**config.mk**
```make
export PLATFORM = sky130hd
export DESIGN_NAME = dmem_access_unit
export DESIGN_NICKNAME = d
export VERILOG_FILES = /design/src/rtl/mips_mem_pkg.sv /design/src/rtl/dmem_lane_mux.sv /design/src/rtl/dmem_access_unit.sv
export SDC_FILE = /design/constraint.sdc
export NUM_CORES = 1
export LEC_CHECK = 0
export ABC_AREA = 0
export BUFFER_PORTS_ARGS = -buffer_cell sky130_fd_sc_hd__buf_2
export CAP_MARGIN = 40
export CORE_MARGIN = 1.5
export CORE_UTILIZATION = 51
export CTS_CLUSTER_SIZE = 30
export DETAILED_ROUTE_END_ITERATION = 12
export PLACE_DENSITY = 0.81
export SYNTH_ARGS = -nofsm -noshare
export SYNTH_HDL_FRONTEND = slang
export SYNTH_SLANG_ARGS = --single-unit
export TNS_END_PERCENT = 30
```
**constraint.sdc**
```tcl
create_clock -name clk -period 2.53 [get_ports clk]
set_input_delay 0.506 -clock clk [delete_from_list [all_inputs] [get_ports clk]]
set_output_delay 0.506 -clock clk [all_outputs]
set_load 0.02 [all_outputs]
```
**src/rtl/mips_mem_pkg.sv**
```systemverilog
// Shared definitions for the sub-word data-memory access path: size codes,
// FSM states and lane/alignment helpers.
package mips_mem_pkg;

    localparam logic [1:0] SZ_BYTE = 2'd0;
    localparam logic [1:0] SZ_HALF = 2'd1;
    localparam logic [1:0] SZ_WORD = 2'd2;

    localparam int BYTE_W = 8;
    localparam int HALF_W = 16;

    typedef enum logic [2:0] {
        S_IDLE,
        S_RD,
        S_WR,
        S_DONE,
        S_ERR
    } state_t;

    // Reserved size code 3 behaves as a full word.
    function automatic logic is_word(input logic [1:0] size);
        return (size != SZ_BYTE) && (size != SZ_HALF);
    endfunction

    function automatic logic misaligned(input logic [1:0] size, input logic [1:0] lo);
        return ((size == SZ_HALF) && lo[0]) || (is_word(size) && (lo != 2'b00));
    endfunction

endpackage

```
**src/rtl/dmem_lane_mux.sv**
```systemverilog
// Little-endian lane extract (load path) and lane merge (store path) for a
// 32-bit memory word. Purely combinational.
module dmem_lane_mux
    import mips_mem_pkg::*;
(
    input  logic [31:0] word,
    input  logic [1:0]  lane,
    input  logic [1:0]  size,
    input  logic        sext,
    input  logic [31:0] wdata,
    output logic [31:0] rdata,
    output logic [31:0] merged
);

    logic [7:0]  bsel;
    logic [15:0] hsel;

    always_comb begin
        bsel   = word[{lane, 3'b000} +: BYTE_W];
        hsel   = word[{lane[1], 4'b0000} +: HALF_W];
        rdata  = word;
        merged = wdata;
        case (size)
            SZ_BYTE: begin
                rdata  = {{24{sext & bsel[7]}}, bsel};
                merged = word;
                merged[{lane, 3'b000} +: BYTE_W] = wdata[7:0];
            end
            SZ_HALF: begin
                rdata  = {{16{sext & hsel[15]}}, hsel};
                merged = word;
                merged[{lane[1], 4'b0000} +: HALF_W] = wdata[15:0];
            end
            default: begin
                rdata  = word;
                merged = wdata;
            end
        endcase
    end

endmodule

```
**src/rtl/dmem_access_unit.sv**
```systemverilog
// Sub-word load/store sequencer between the core data port and a word memory.
// Optional misaligned-access trap: define DMEM_MISALIGN_TRAP_EN.
module dmem_access_unit
    import mips_mem_pkg::*;
#(
    parameter int AW = 32
) (
    input  logic          clk,
    input  logic          reset,
    input  logic          req,
    input  logic          we,
    input  logic [1:0]    size,
    input  logic          sext,
    input  logic [AW-1:0] addr,
    input  logic [31:0]   wdata,
    output logic [31:0]   rdata,
    output logic          done,
    output logic          busy,
    output logic          mem_en,
    output logic          mem_we,
    output logic [AW-3:0] mem_addr,
    output logic [31:0]   mem_wdata,
    input  logic [31:0]   mem_rdata,
    input  logic          mem_ready
`ifdef DMEM_MISALIGN_TRAP_EN
    ,
    output logic          err
`endif
);

    state_t        state, next;
    logic          we_q, sext_q;
    logic [1:0]    size_q;
    logic [AW-1:0] addr_q;
    logic [31:0]   wword_q, rdata_q;
    logic [31:0]   ext_word, merged_word;

    dmem_lane_mux u_lane_mux (
        .word   (mem_rdata),
        .lane   (addr_q[1:0]),
        .size   (size_q),
        .sext   (sext_q),
        .wdata  (wword_q),
        .rdata  (ext_word),
        .merged (merged_word)
    );

    always_comb begin
        next  = state;
        done  = 1'b0;
        rdata = 32'd0;
        busy  = (state != S_IDLE) | req;
        case (state)
            S_IDLE: begin
                if (req) begin
`ifdef DMEM_MISALIGN_TRAP_EN
                    if (misaligned(size, addr[1:0]))
                        next = S_ERR;
                    else
`endif
                    if (we && is_word(size))
                        next = S_WR;
                    else
                        next = S_RD;
                end
            end
            S_RD:   if (mem_ready) next = we_q ? S_WR : S_DONE;
            S_WR:   if (mem_ready) next = S_DONE;
            S_DONE: begin
                done  = 1'b1;
                rdata = rdata_q;
                next  = S_IDLE;
            end
            S_ERR: begin
                done = 1'b1;
                next = S_IDLE;
            end
            default: next = S_IDLE;
        endcase
    end

`ifdef DMEM_MISALIGN_TRAP_EN
    assign err = (state == S_ERR);
`endif

    assign mem_addr  = addr_q[AW-1:2];
    assign mem_wdata = wword_q;

    always_ff @(posedge clk) begin
        if (!reset) begin
            state   <= S_IDLE;
            mem_en  <= 1'b0;
            mem_we  <= 1'b0;
            we_q    <= 1'b0;
            size_q  <= SZ_BYTE;
            sext_q  <= 1'b0;
            addr_q  <= '0;
            wword_q <= 32'd0;
            rdata_q <= 32'd0;
        end else begin
            state  <= next;
            // Strobes follow next-state so they drop the cycle after mem_ready.
            mem_en <= (next == S_RD) || (next == S_WR);
            mem_we <= (next == S_WR);
            if (state == S_IDLE && req) begin
                we_q    <= we;
                size_q  <= size;
                sext_q  <= sext;
                addr_q  <= addr;
                wword_q <= wdata;
            end
            if (state == S_RD && mem_ready) begin
                if (we_q)
                    wword_q <= merged_word;
                else
                    rdata_q <= ext_word;
            end
        end
    end

endmodule

```
* Word-level counts from Yosys, hierarchy flattened
Index checks and enable logic that the tools add are counted.
Widths: inputs -> output; s select.
** Word-level totals
- Register bits after elaboration :: 105
** Operators by class
- Add/subtract/negate cells :: 2
- Eq/ne operators :: 9
- Shift operators :: 6
- Multiplexer cells :: 15
- Bitwise gates (word level) :: 4
- Reduce and logical (&&, ||, !) cells :: 11
** Operators with widths (count)
- $mux 32 :: 4
- $pmux 32 s2 :: 2
- $bwmux 32 :: 2
- $shift 16x7->32 const A :: 1
- $shift 8x7->32 const A :: 1
- $shiftx 16x7->32 :: 1
- $shiftx 32x6->16 :: 1
- $shiftx 32x6->8 :: 1
- $shiftx 8x7->32 :: 1
- $neg 5->7 :: 2
- $eq 3x2->1 const B :: 3
- $mux 3 :: 3
- $pmux 3 s3 :: 1
- $eq 3x1->1 const B :: 2
- $logic_and 1x1->1 :: 4
- $ne 4x2->1 const B :: 1
- $eq 3x3->1 const B :: 1
- $logic_not 3->1 :: 1
- $reduce_bool 3->1 :: 1
- $and 1x1->1 :: 2
- $eq 2x1->1 const B :: 1
- $logic_not 2->1 :: 1
- $mux 1 :: 2
- $mux 2 :: 1
- other kinds (7) :: 7

* Depth between registers and ports, before layout
- Word-level depth :: 8
- Depth in mapped cells :: 10
- Depth with buffers taken out :: 6

* Modules after synthesis
A second synthesis with hierarchy kept.
** Second synthesis, totals
- Cell total of the unflattened synthesis :: 826
- Area total of the unflattened synthesis :: 6367.4 µm²
** By module, submodules not included
- dmem_access_unit :: times used 1, cells an instance 571, area an instance 4549.4 µm², seq. area each 2102.0 µm²
- dmem_lane_mux :: times used 1, cells an instance 255, area an instance 1818.0 µm², seq. area each 0.0 µm²

* Worst setup path after synthesis
OpenSTA, ideal clock, no wires.
- Kind :: register -> register
- Start point :: reg addr_q[1]
- End point :: reg wword_q[27], in the netlist mem_wdata[27]
- Library setup time :: 0.091 ns
- Data arrival time :: 2.235 ns
- Data required time :: 2.439 ns
- Setup slack :: 0.204 ns
- Cell stages (with the launch flop) :: 11
- Period minus slack after synthesis :: 2.326 ns
- Cells stage by stage :: dfxtp_1 buf_6 buf_2 buf_2 inv_1 ha_1 nor4bb_1 clkbuf_1 a221o_1 a221oi_1 a311oi_1
** On the way
- Word-level cells in the longest chain between the ends :: 6
- Elaborated cells between the ends (all ways) :: 11
** Ends and longest elaborated chain
- start: declaration :: RTL line dmem_access_unit.sv:34 : logic [AW-1:0] addr_q;
- start signal: assignment :: RTL line dmem_access_unit.sv:109 : addr_q <= addr;
- $neg 5->7 (on tied branches) :: RTL line dmem_lane_mux.sv:32, dmem_lane_mux.sv:27
- $shiftx 16x7->32 (tied with other cells) :: RTL line dmem_lane_mux.sv:32 : merged[{lane[1], 4'b0000} +: HALF_W] = wdata[15:0];
- $bwmux 32 (on tied branches) :: RTL line dmem_lane_mux.sv:32, dmem_lane_mux.sv:27
- $pmux 32 s2 (*) :: RTL line dmem_lane_mux.sv:23 : case (size)
- $mux 32 (*) :: RTL line dmem_access_unit.sv:113 : if (we_q)
- $mux 32 (*) :: RTL line dmem_access_unit.sv:112 : if (state == S_RD && mem_ready) begin
- end signal: assignment :: RTL line dmem_access_unit.sv:110 : wword_q <= wdata;
- end signal: assignment :: RTL line dmem_access_unit.sv:114 : wword_q <= merged_word;
- end: declaration :: RTL line dmem_access_unit.sv:35 : logic [31:0] wword_q, rdata_q;
Mark *: on every way between the ends. The rest lies on a longest branch, timed or not.
A chain may end at the register's enable or synchronous reset.

* Worst setup path after layout
- Start point :: reg state[0]
- End point :: out rdata[5]
** On the way
- Word-level cells in the longest chain between the ends :: 2
** Ends and longest elaborated chain
- start: declaration :: RTL line dmem_access_unit.sv:31 : state_t state, next;
- start signal: assignment :: RTL line dmem_access_unit.sv:101 : state <= next;
- $eq 3x2->1 :: RTL line dmem_access_unit.sv:53 : case (state)
- $mux 32 :: RTL line dmem_access_unit.sv:53
- end: declaration :: RTL line dmem_access_unit.sv:16 : output logic [31:0] rdata,
Every way passes these cells.

==> impl_metrics.toml <==
[worst_setup_path]
crit_type = "flip-flop to output port"
arrival_ns = 1.75
worstPathMaxFanout = 33
startpoint_type = "flip-flop"
crit_path_end_kind = "output port"
rrSetupSlack_ns = 0.33
required_ns = 2.02

[synth]
syn_area_um2 = 5850
yosysSeqAreaShare_pct = 36.0
synth_seq_cells = 105
yosys.area.top_type_share_pct = 36.0
yosys.area.top_type = "dfxtp_1"
yosys-top-cells-area = "dfxtp_1 (36%), nand2_1 (9.2%), a21oi_1 (6.7%)"
synth_edf_count = 0
syn_avg_cell_area_um2 = 7.82
ys_warn_count = 0
netlist_top_cells_count = "nand2_1 (143), dfxtp_1 (105), a21oi_1 (78), o21ai_0 (46), clkbuf_1 (40)"
syn_nets = 857
synthFlopType = "dfxtp_1"
yosysMostFrequentCell = "nand2_1"
synthCells = 748
ys_types = 56
synthArstFlopShare_pct = 0

[clock_tree]
cts.sinks = 105
clkTransAtPathRegs_ns = 0.07
clk_latency_ns = 0.35
cts_buffer_depth = 2
cts_setup_buffers = 0
cts_buffers = 9
cts_resized = 0
cts_tree = "built"
ctsHtreeMaxLevel = 3
ctsHoldBuffers = 0
ctsRootBufferMaster = "clkbuf_16"

[routing]
wirelength_um = 17500
viasPerCell = 5.88
vias = 6052
dr.pass1.iters = 5
ant_nets = 0
drc = 0
post_drt_wl_per_cell_um = 17.0
drt_iter0_markers = 482

[timing]
drv_slew = 0
tightest_slew_ns = 0.862
max_freq_mhz = 443
fin_crit_sh_pct = 89.3
setup_ws_ns = 0.271
setup_violations = 0
final.setup.tns_ns = 0
finalHoldViolations = 0
timing.slew.headroom_pct = 42.4
rsz0062_at_grt = "no"
period_minus_slack_ns = 2.26
clock_skew_ns = 0.0103

[final_layout]
fin_util_pct = 63.9
finalInstanceArea_um2 = 7050
fin_cells = 1030
drive_gt1_share_pct = 28.4
syn_to_final_growth_pct = 20.6
insertedDiodeCount = 0
final_nets = 994

[floorplanning]
die_height_um = 110
io_pins = 202
row_count = 38
dieArea_um2 = 12100
die_w_um = 110
coreArea_um2 = 11000
start_util_pct = 53.0

[placed_design]
place_ws_ns = 0.375
placed_area_um2 = 6710
dp_hpwl_um = 12700
dp_cells = 1014
globalplace.congestion = 0.933
portBuffers = 201

[global_routing]
grt_pass1_wl_um = 26500
gr-total-overflow = 0
antenna_found_initial = 0
grt_max_degree = 55
grt_pass1_vias = 5395
grt_usage_pct = 28.1

[job]
cap_violations = 0

[power_and_ir_drop]
power_density_nw_per_um2 = 561
leakage_nw = 3.03
worst_ir_drop_vdd_uv = 349

[min_path]
hold_class = "input pin to flip-flop"

[run_status]
outcome = "completed"
sequential cells by signal, summed over array words and instances (netlist names):
register	count
we_q	1
size_q	2
sext_q	1
rdata_q	32
state	3
mem_we	1
addr_q	32
mem_wdata	32
mem_en	1
per-stage QoR:
stage / power (W) / hold WS, ns
finish: 0.00395 / 0.394
global route: 0.00410 / 0.391
CTS: 0.00397 / 0.386
detailed placement: 0.00242 / 0.445
global placement: 0.00241 / 0.438
floorplan: 0.00220 / 0.437
path summary, 6_finish.rpt:
path / start / to / cells past startpoint
worst max-delay path: state[0] / rdata[5] / 5
worst min-delay path: addr[2] / addr_q[2] / 3
worst max register to register: addr_q[1] / mem_wdata[7] / 5
worst min register to register: addr_q[13] / addr_q[13] / 2
power breakdown:
part	total (W)	switching, W	internal, W
clock network	0.00156	0.000635	0.000929
registers	0.00177	0.0000567	0.00171
logic	0.000620	0.000374	0.000246
area by class of cell:
type                    instances  area [um^2]
fillers                       980         3980
multi-input cells             531         3170
flip-flops and latches        105         2100
repair buffers                221         1210
clock buffers                  11          253
well taps                     140          175
clock inverters                 5         86.3
inverters                      17         63.8
kinds of logic after synthesis:
| group | after synthesis | synth area share (%) |
|---|---|---|
| flip-flops | 105 | 36.0 |
| buffers and inverters | 112 | 10.1 |
| multiplexers | 22 | 4.02 |
| AO/OA/AOI/OAI | 231 | 25.9 |
| AND/OR/NAND/NOR | 272 | 22.9 |
| other | 1 | 0.0641 |
| adder cells (fa/ha/maj) | 5 | 1.07 |
worst max-delay path, cell delays in order, from the launching register on:
cell	delay, ns
dfxtp_1	0.55
nand2_1	0.12
nor2_1	0.10
buf_4	0.27
and2_1	0.18
buf_2	0.16
routing by layer:
layer	routed length (um)	vias to the layer above	global-route usage, %
met3	1320	53	4.29
met5	0	-	0
li1	-	2894	-
met2	8270	294	47.8
met4	661	0	13.8
met1	7280	2811	34.6
cells in the final DEF, fill, tap and decap left out, types with 11 or more instances in the layout:
| cell | netlist | routed |
|---|---|---|
| and2_1 | 34 | 34 |
| a221oi_1 | 25 | 25 |
| buf_2 | 18 | 201 |
| a21oi_1 | 78 | 78 |
| mux2i_1 | 19 | 19 |
| inv_1 | 17 | 16 |
| buf_4 | 31 | 16 |
| nand2_1 | 143 | 143 |
| o21ai_0 | 46 | 46 |
| a22oi_1 | 15 | 15 |
| nor2_1 | 17 | 16 |
| nand3_1 | 16 | 16 |
| nor2b_1 | 21 | 21 |
| dfxtp_1 | 105 | 104 |
| nor3_1 | 11 | 11 |
(Power assumes the default switching activity.)
